$ cat config.mk
export PLATFORM = sky130hd
export DESIGN_NAME = clock_input_cond
export DESIGN_NICKNAME = d
export VERILOG_FILES = /design/src/rtl/clock_input_cond.sv
export SDC_FILE = /design/constraint.sdc
export NUM_CORES = 1
export LEC_CHECK = 0
export BUFFER_PORTS_ARGS = -buffer_cell sky130_fd_sc_hd__buf_4
export CAP_MARGIN = 20
export CELL_PAD_IN_SITES_DETAIL_PLACEMENT = 1
export CELL_PAD_IN_SITES_GLOBAL_PLACEMENT = 1
export CORE_MARGIN = 2
export CORE_UTILIZATION = 51
export DETAILED_ROUTE_END_ITERATION = 8
export PLACE_DENSITY = 0.85
export SLEW_MARGIN = 20
export SYNTH_ARGS = -nofsm -noshare
export SYNTH_HDL_FRONTEND = slang
export SYNTH_HIERARCHICAL = 1
export SYNTH_SLANG_ARGS = --single-unit
$ cat constraint.sdc
create_clock -name clk -period 3.3 [get_ports clk]
set_clock_uncertainty 0.15 [all_clocks]
set_input_delay 0.165 -clock clk [delete_from_list [all_inputs] [get_ports clk]]
set_output_delay 0.165 -clock clk [all_outputs]
set_load 0.005 [all_outputs]
$ cat src/rtl/clock_input_cond.sv
// Alarm-clock input conditioner: six synchronized, debounced control levels
// plus a 1 Hz Pulse square wave and a one-cycle Tick strobe from a prescaler.

module clock_input_cond_chan #(
    parameter int DB_CYCLES = 500000
) (
    input  logic clk,
    input  logic rst,
    input  logic raw,
    output logic lvl,
    output logic fall
);
    localparam int CW = $clog2(DB_CYCLES);
    localparam logic [CW-1:0] CMAX = CW'(DB_CYCLES - 1);

    logic [1:0]    sync;
    logic [CW-1:0] cnt;
    logic          s;
    logic          done;

    assign s    = sync[1];
    assign done = (s != lvl) && (cnt == CMAX);
    // level flips 1->0 on this edge; lets the prescaler restart in the same cycle
    assign fall = done && lvl;

    always_ff @(posedge clk or negedge rst) begin
        if (!rst) begin
            sync <= '0;
            lvl  <= 1'b0;
            cnt  <= '0;
        end else begin
            sync <= {sync[0], raw};
            if (s == lvl) begin
                cnt <= '0;
            end else if (done) begin
                lvl <= s;
                cnt <= '0;
            end else begin
                cnt <= cnt + CW'(1);
            end
        end
    end
endmodule

module clock_input_cond #(
    parameter int TICK_DIV  = 50000000,
    parameter int DB_CYCLES = 500000
) (
    input  logic clk,
    input  logic rst,
    input  logic Reset_raw,
    input  logic Timeset_raw,
    input  logic Alarmset_raw,
    input  logic Minadv_raw,
    input  logic Hrsadv_raw,
    input  logic Alarmon_raw,
    output logic Reset,
    output logic Timeset,
    output logic Alarmset,
    output logic Minadv,
    output logic Hrsadv,
    output logic Alarmon,
    output logic Pulse,
    output logic Tick
);
    localparam int NUM_LANES = 6;
    localparam int NW = $clog2(TICK_DIV);
    localparam logic [NW-1:0] NMAX = NW'(TICK_DIV - 1);
    localparam logic [NW-1:0] HALF = NW'(TICK_DIV / 2);

    logic [NUM_LANES-1:0] raw_vec;
    logic [NUM_LANES-1:0] lvl_vec;
    logic [NUM_LANES-1:0] fall_vec;
    logic                 unused_falls;

    assign raw_vec = {Alarmon_raw, Hrsadv_raw, Minadv_raw,
                      Alarmset_raw, Timeset_raw, Reset_raw};
    assign {Alarmon, Hrsadv, Minadv, Alarmset, Timeset, Reset} = lvl_vec;

    genvar g;
    generate
        for (g = 0; g < NUM_LANES; g++) begin : g_lane
            clock_input_cond_chan #(.DB_CYCLES(DB_CYCLES)) u_chan (
                .clk  (clk),
                .rst  (rst),
                .raw  (raw_vec[g]),
                .lvl  (lvl_vec[g]),
                .fall (fall_vec[g])
            );
        end
    endgenerate

    // only the Reset lane's falling edge drives the prescaler
    assign unused_falls = ^fall_vec[NUM_LANES-1:1];

    logic [NW-1:0] n;
    logic [NW-1:0] n_nxt;
    logic          restart;
    logic          wrap;

    assign restart = fall_vec[0];
    assign wrap    = (n == NMAX);

    always_comb begin
        n_nxt = n + NW'(1);
        if (restart || wrap) n_nxt = '0;
    end

    always_ff @(posedge clk or negedge rst) begin
        if (!rst) begin
            n     <= '0;
            Pulse <= 1'b0;
            Tick  <= 1'b0;
        end else begin
            n     <= n_nxt;
            Pulse <= (n_nxt < HALF);
            Tick  <= wrap && !restart;
        end
    end
endmodule

-- Word-level counts from Yosys, hierarchy flattened
Index checks and enable logic that the tools add are counted.
- register bits: 160
- input bits: 8
- word-level logic and storage cells: 83
- add/sub/neg operators: 7
- order comparisons: 1
- equality and inequality tests: 19
- mux-type cells: 13
- bitwise logic cells: 6
- reduce and logical (&&, ||, !) cells: 16
- operator list (operator ; count):
    $mux W19 ; 12
    $add A19 B1 Y19 const B ; 6
    $eq A19 B19 Y1 const B ; 6
    $add A26 B1 Y26 const B ; 1
    $eq A26 B26 Y1 const B ; 1
    $lt A26 B25 Y1 const B ; 1
    $mux W26 ; 1
    $reduce_and A2 Y1 ; 6
    $logic_and A1 B1 Y1 ; 8
    $eq A1 B1 Y1 ; 6
    $ne A1 B1 Y1 ; 6
    $not A1 Y1 ; 6
    $logic_not A1 Y1 ; 1
    $logic_or A1 B1 Y1 ; 1

-- Logic depth before layout (Yosys ltp)
- depth after elaboration: 6
- gate-level depth with buffers: 10
- depth with buffers taken out: 9

-- Hierarchy
Netlist, hierarchy kept.
- by module, submodules not included (module ; times used ; cells an instance ; area an instance (µm²) ; sequential area each (µm²)):
    clock_input_cond_chan ; 6 ; 103 ; 1102.3 ; 550.5
    clock_input_cond ; 1 ; 170 ; 1600.3 ; 700.7

-- Worst setup path after synthesis
Ideal clock, no wire load.
- path kind: reg2reg
- start: register g_lane[0].u_chan.cnt[11]
- end: register Pulse
- library setup time: 0.073 ns
- data arrival time: 2.594 ns
- slack: 0.483 ns
- stages on the path, launching flop included: 10
- buffers on the path: 1
- cells stage by stage: dfrtp_1 -> nor4_2 -> nand4_2 -> or4_4 -> nor3b_1 -> a41o_1 -> buf_6 -> nor4_1 -> a311o_1 -> a21oi_2
- cells in the longest elaborated chain, start to end: 6
- RTL lines (element ; line ; source):
    from (decl) ; 17 ; logic [CW-1:0] cnt;
    from (signal assigned) ; 39 ; cnt <= cnt + CW'(1);
    $eq A19 B19 Y1 ; 22 ; assign done = (s != lvl) && (cnt == CMAX);
    $logic_and A1 B1 Y1 ; 22 ;
    $logic_and A1 B1 Y1 ; 24 ; assign fall = done && lvl;
    named net fall_vec[0] ; 73 ; logic [NUM_LANES-1:0] fall_vec;
    $logic_or A1 B1 Y1 ; 106 ; if (restart || wrap) n_nxt = '0;
    $mux W26 ; 106 ;
    $lt A26 B25 Y1 ; 116 ; Pulse <= (n_nxt < HALF);
    to (signal assigned) ; 116 ;
    to (decl) ; 63 ; output logic Pulse,
The timed path passes the listed nets, and every way through them passes these cells.
A chain may end at the register's enable or synchronous reset.

-- Worst setup path after layout
- start: register g_lane[0].u_chan.cnt[11]
- end: register Pulse
- cells in the longest elaborated chain, start to end: 6
- RTL lines (element ; line ; source):
    $eq A19 B19 Y1 ; 22 ;
    $logic_and A1 B1 Y1 ; 22 ;
    $logic_and A1 B1 Y1 ; 24 ;
    named net fall_vec[0] ; 73 ;
    $logic_or A1 B1 Y1 ; 106 ;
    $mux W26 ; 106 ;
    named net n_nxt[24] ; 97 ; logic [NW-1:0] n_nxt;
    $lt A26 B25 Y1 ; 116 ;
The timed path passes the listed nets, and every way through them passes these cells.

==> summary.md <==
| Metric | Value |
|---|---|
| Clock buffer depth | `2` |
| Largest net degree at the start of global routing | `75` |
| Clock buffers created by TritonCTS | `17` |
| Initial Util | `51.8%` |
| Worst min-delay path class | `in2async` |
| CP Capture Point | `Pulse` |
| Clk_lat worst skew | `0.43 ns` |
| Core ar. | `15800 um2` |
| Critical path buffer and inverter count | `2` |
| Clock root cell | `clkbuf_16` |
| Vias | `6222` |
| Gr ovfl total | `0` |
| Mapped Nets | `798` |
| F_max | `328 MHz` |
| Fin. Hold Viols | `0` |
| H-Tree Depth | `4` |
| Worst-margin pin slew | `0.971 ns` |
| Die X | `131 um` |
| Worst-path clk slew | `0.07 ns` |
| Routed WL | `19900 um` |
| Worst Setup SP | `g_lane[0].u_chan/cnt[11]` |
| Total track usage | `25.1%` |
| Slew HR | `35.0%` |
| ANT cells | `0` |
| Outcome | `complete, no violations` |
| Post-Layout Inst Area | `9210 um2` |
| RSZ-0062 raised after global routing | `false` |
| Area of the multi-input gates | `4030 um2` |
| Worst path cell trace | `nor4_2 -> nand4_2 -> or4_4 -> nor3b_1 -> a41o_2 -> buf_4 -> a21o_1 -> inv_1 -> and4_1 -> a21oi_2` |
| Power density over the cells | `450 nW/um2` |
| Reg2reg setup slack | `0.25 ns` |
| Layout cell share with drive strength beyond 1 | `14.1%` |
| Antenna-violating nets left | `0` |
| Final worst setup slack | `0.252 ns` |
| Fin nets | `833` |
| Max_cap viols | `0` |
| Final TNS setup | `0 ns` |
| Worst hold margin | `0.185 ns` |
| DRT iter0 DRCs | `272` |
| Cells after synthesis | `783` |
| DRC Markers | `0` |
| Critical Path RT | `3.51 ns` |
| Clock sink count | `160` |
| Dpl hpwl | `13400 um` |
| CP startpoint kind | `flip-flop` |
| Maximum vdd drop | `365 uV` |
| Num rows | `46` |
| Num ports | `16` |
| Syn Area/Cell | `10.4 um2` |
| Post-Place Setup Slack | `0.145 ns` |
| Synth Warn # | `6` |
| Cell depth of the worst setup path | `10` |
| Fillers | `1746` |
| P_leak | `3.68 nW` |
| Wire per inst | `19.0 um` |
| Die area | `17100 um2` |
| DP Area | `8540 um2` |
| Placed cells | `1008` |
| Final Cycle Share | `92.4%` |
| R2R depth | `10` |
| RR Startpoint | `g_lane[0].u_chan/cnt[11]` |
| Vias in the first global route | `6872` |
| Max Slew Vio Count | `0` |
| Drt pass-1 iters | `5` |
| CTS tree | `yes` |
| Critical Path Slowest Stage Cell | `or4_4` |
| Top delay family on crit path | `simple AND/OR/NAND/NOR gates` |
| FF+latch area | `4000 um2` |
| PortBufs | `15` |
| Setup violations, final | `0` |
| Vias per cell | `5.95` |
| Initial antenna violation count | `0` |
| RePlAce Congestion | `0.847` |
| Layout area overhead | `12.6%` |
| Critical Path End Type | `flip-flop` |
| Crit path DAT | `3.26 ns` |
| CP Max Fanout | `11` |
| Cell area after synthesis | `8180 um2` |
| Post-Layout Cell Count | `1045` |
| Die height | `131 um` |
| Slowest stage delay, CP | `0.62 ns` |
| Fin crit period | `3.05 ns` |
| Reg2reg end | `Pulse` |
| Critical path class | `reg2reg` |
| First-pass GRT wire length | `33500 um` |
==> layout by cell type, fill, tap and decap left out, types with 17 or more instances in the layout <==
cell type,instances
buf_4,20
xor2_1,20
nor4_1,30
inv_1,22
nand2_1,25
nor2_1,137
xnor2_1,96
dfrtp_1,160
clkbuf_16,17
nand3_1,60
nand4_1,36
nor3_1,34
==> worst reg2reg max path, stage by stage (launching register included) <==
cell and delay, ns:
dfrtp_1 0.43, nor4_2 0.33, nand4_2 0.20, or4_4 0.62
nor3b_1 0.29, a41o_2 0.30, buf_4 0.20, a21o_1 0.11
inv_1 0.05, and4_1 0.16, a21oi_2 0.14
==> cell type report <==
class	instances	share of cell area [%]
timing repair buffer	28	2.51
inverter	22	0.897
sequential	160	43.5
tap	216	2.94
multi-input combinational	589	43.7
clock buffer	18	4.66
clock inverter	12	1.75
==> power by group <==
part           internal, mW  switching (mW)  leakage, nW
registers              1.99          0.0336         2.17
logic                0.0413          0.0845         1.23
clock network          1.19           0.809        0.279
total                  3.21           0.928         3.68
==> registers in the layout, indices dropped and copies added (netlist names) <==
name / cells
Tick: 1
n: 26
g_lane.u_chan/lvl: 6
Pulse: 1
g_lane.u_chan/sync: 12
g_lane.u_chan/cnt: 114
==> worst min-delay path by stage <==
stage	start	endpoint	cells past startpoint
CTS	rst	g_lane[2].u_chan/lvl	2
global route	g_lane[5].u_chan/sync[0]	g_lane[5].u_chan/sync[1]	0
global placement	rst	g_lane[2].u_chan/cnt[8]	1
finish	rst	g_lane[2].u_chan/cnt[8]	2
detailed placement	rst	g_lane[2].u_chan/cnt[8]	1
floorplan	rst	Pulse	0
==> layer usage <==
metal / global-route usage (%) / part of all wire [%] / vias to the layer above
li1: - / - / 2868
met1: 29.9 / 41 / 3181
met2: 45.1 / 53 / 127
met3: 4.52 / 2.9 / 46
met4: 9.76 / 2.2 / 0
met5: 0 / 0 / -
==> metrics by stage <==
step	util, %	power [mW]
finish	58.4	4.14
global route	58.4	4.28
CTS	58.4	4.19
detailed placement	54.2	2.18
global placement	54.2	2.17
floorplan	-	2.10
==> what timing repair did <==
action	CTS	global route
gates resized for setup	0	1
endpoints found under the hold margin	77	0
hold buffers	7	0
buffers inserted	0	0
endpoints found under the setup margin	0	1
Power figures use the tool's default switching activity.
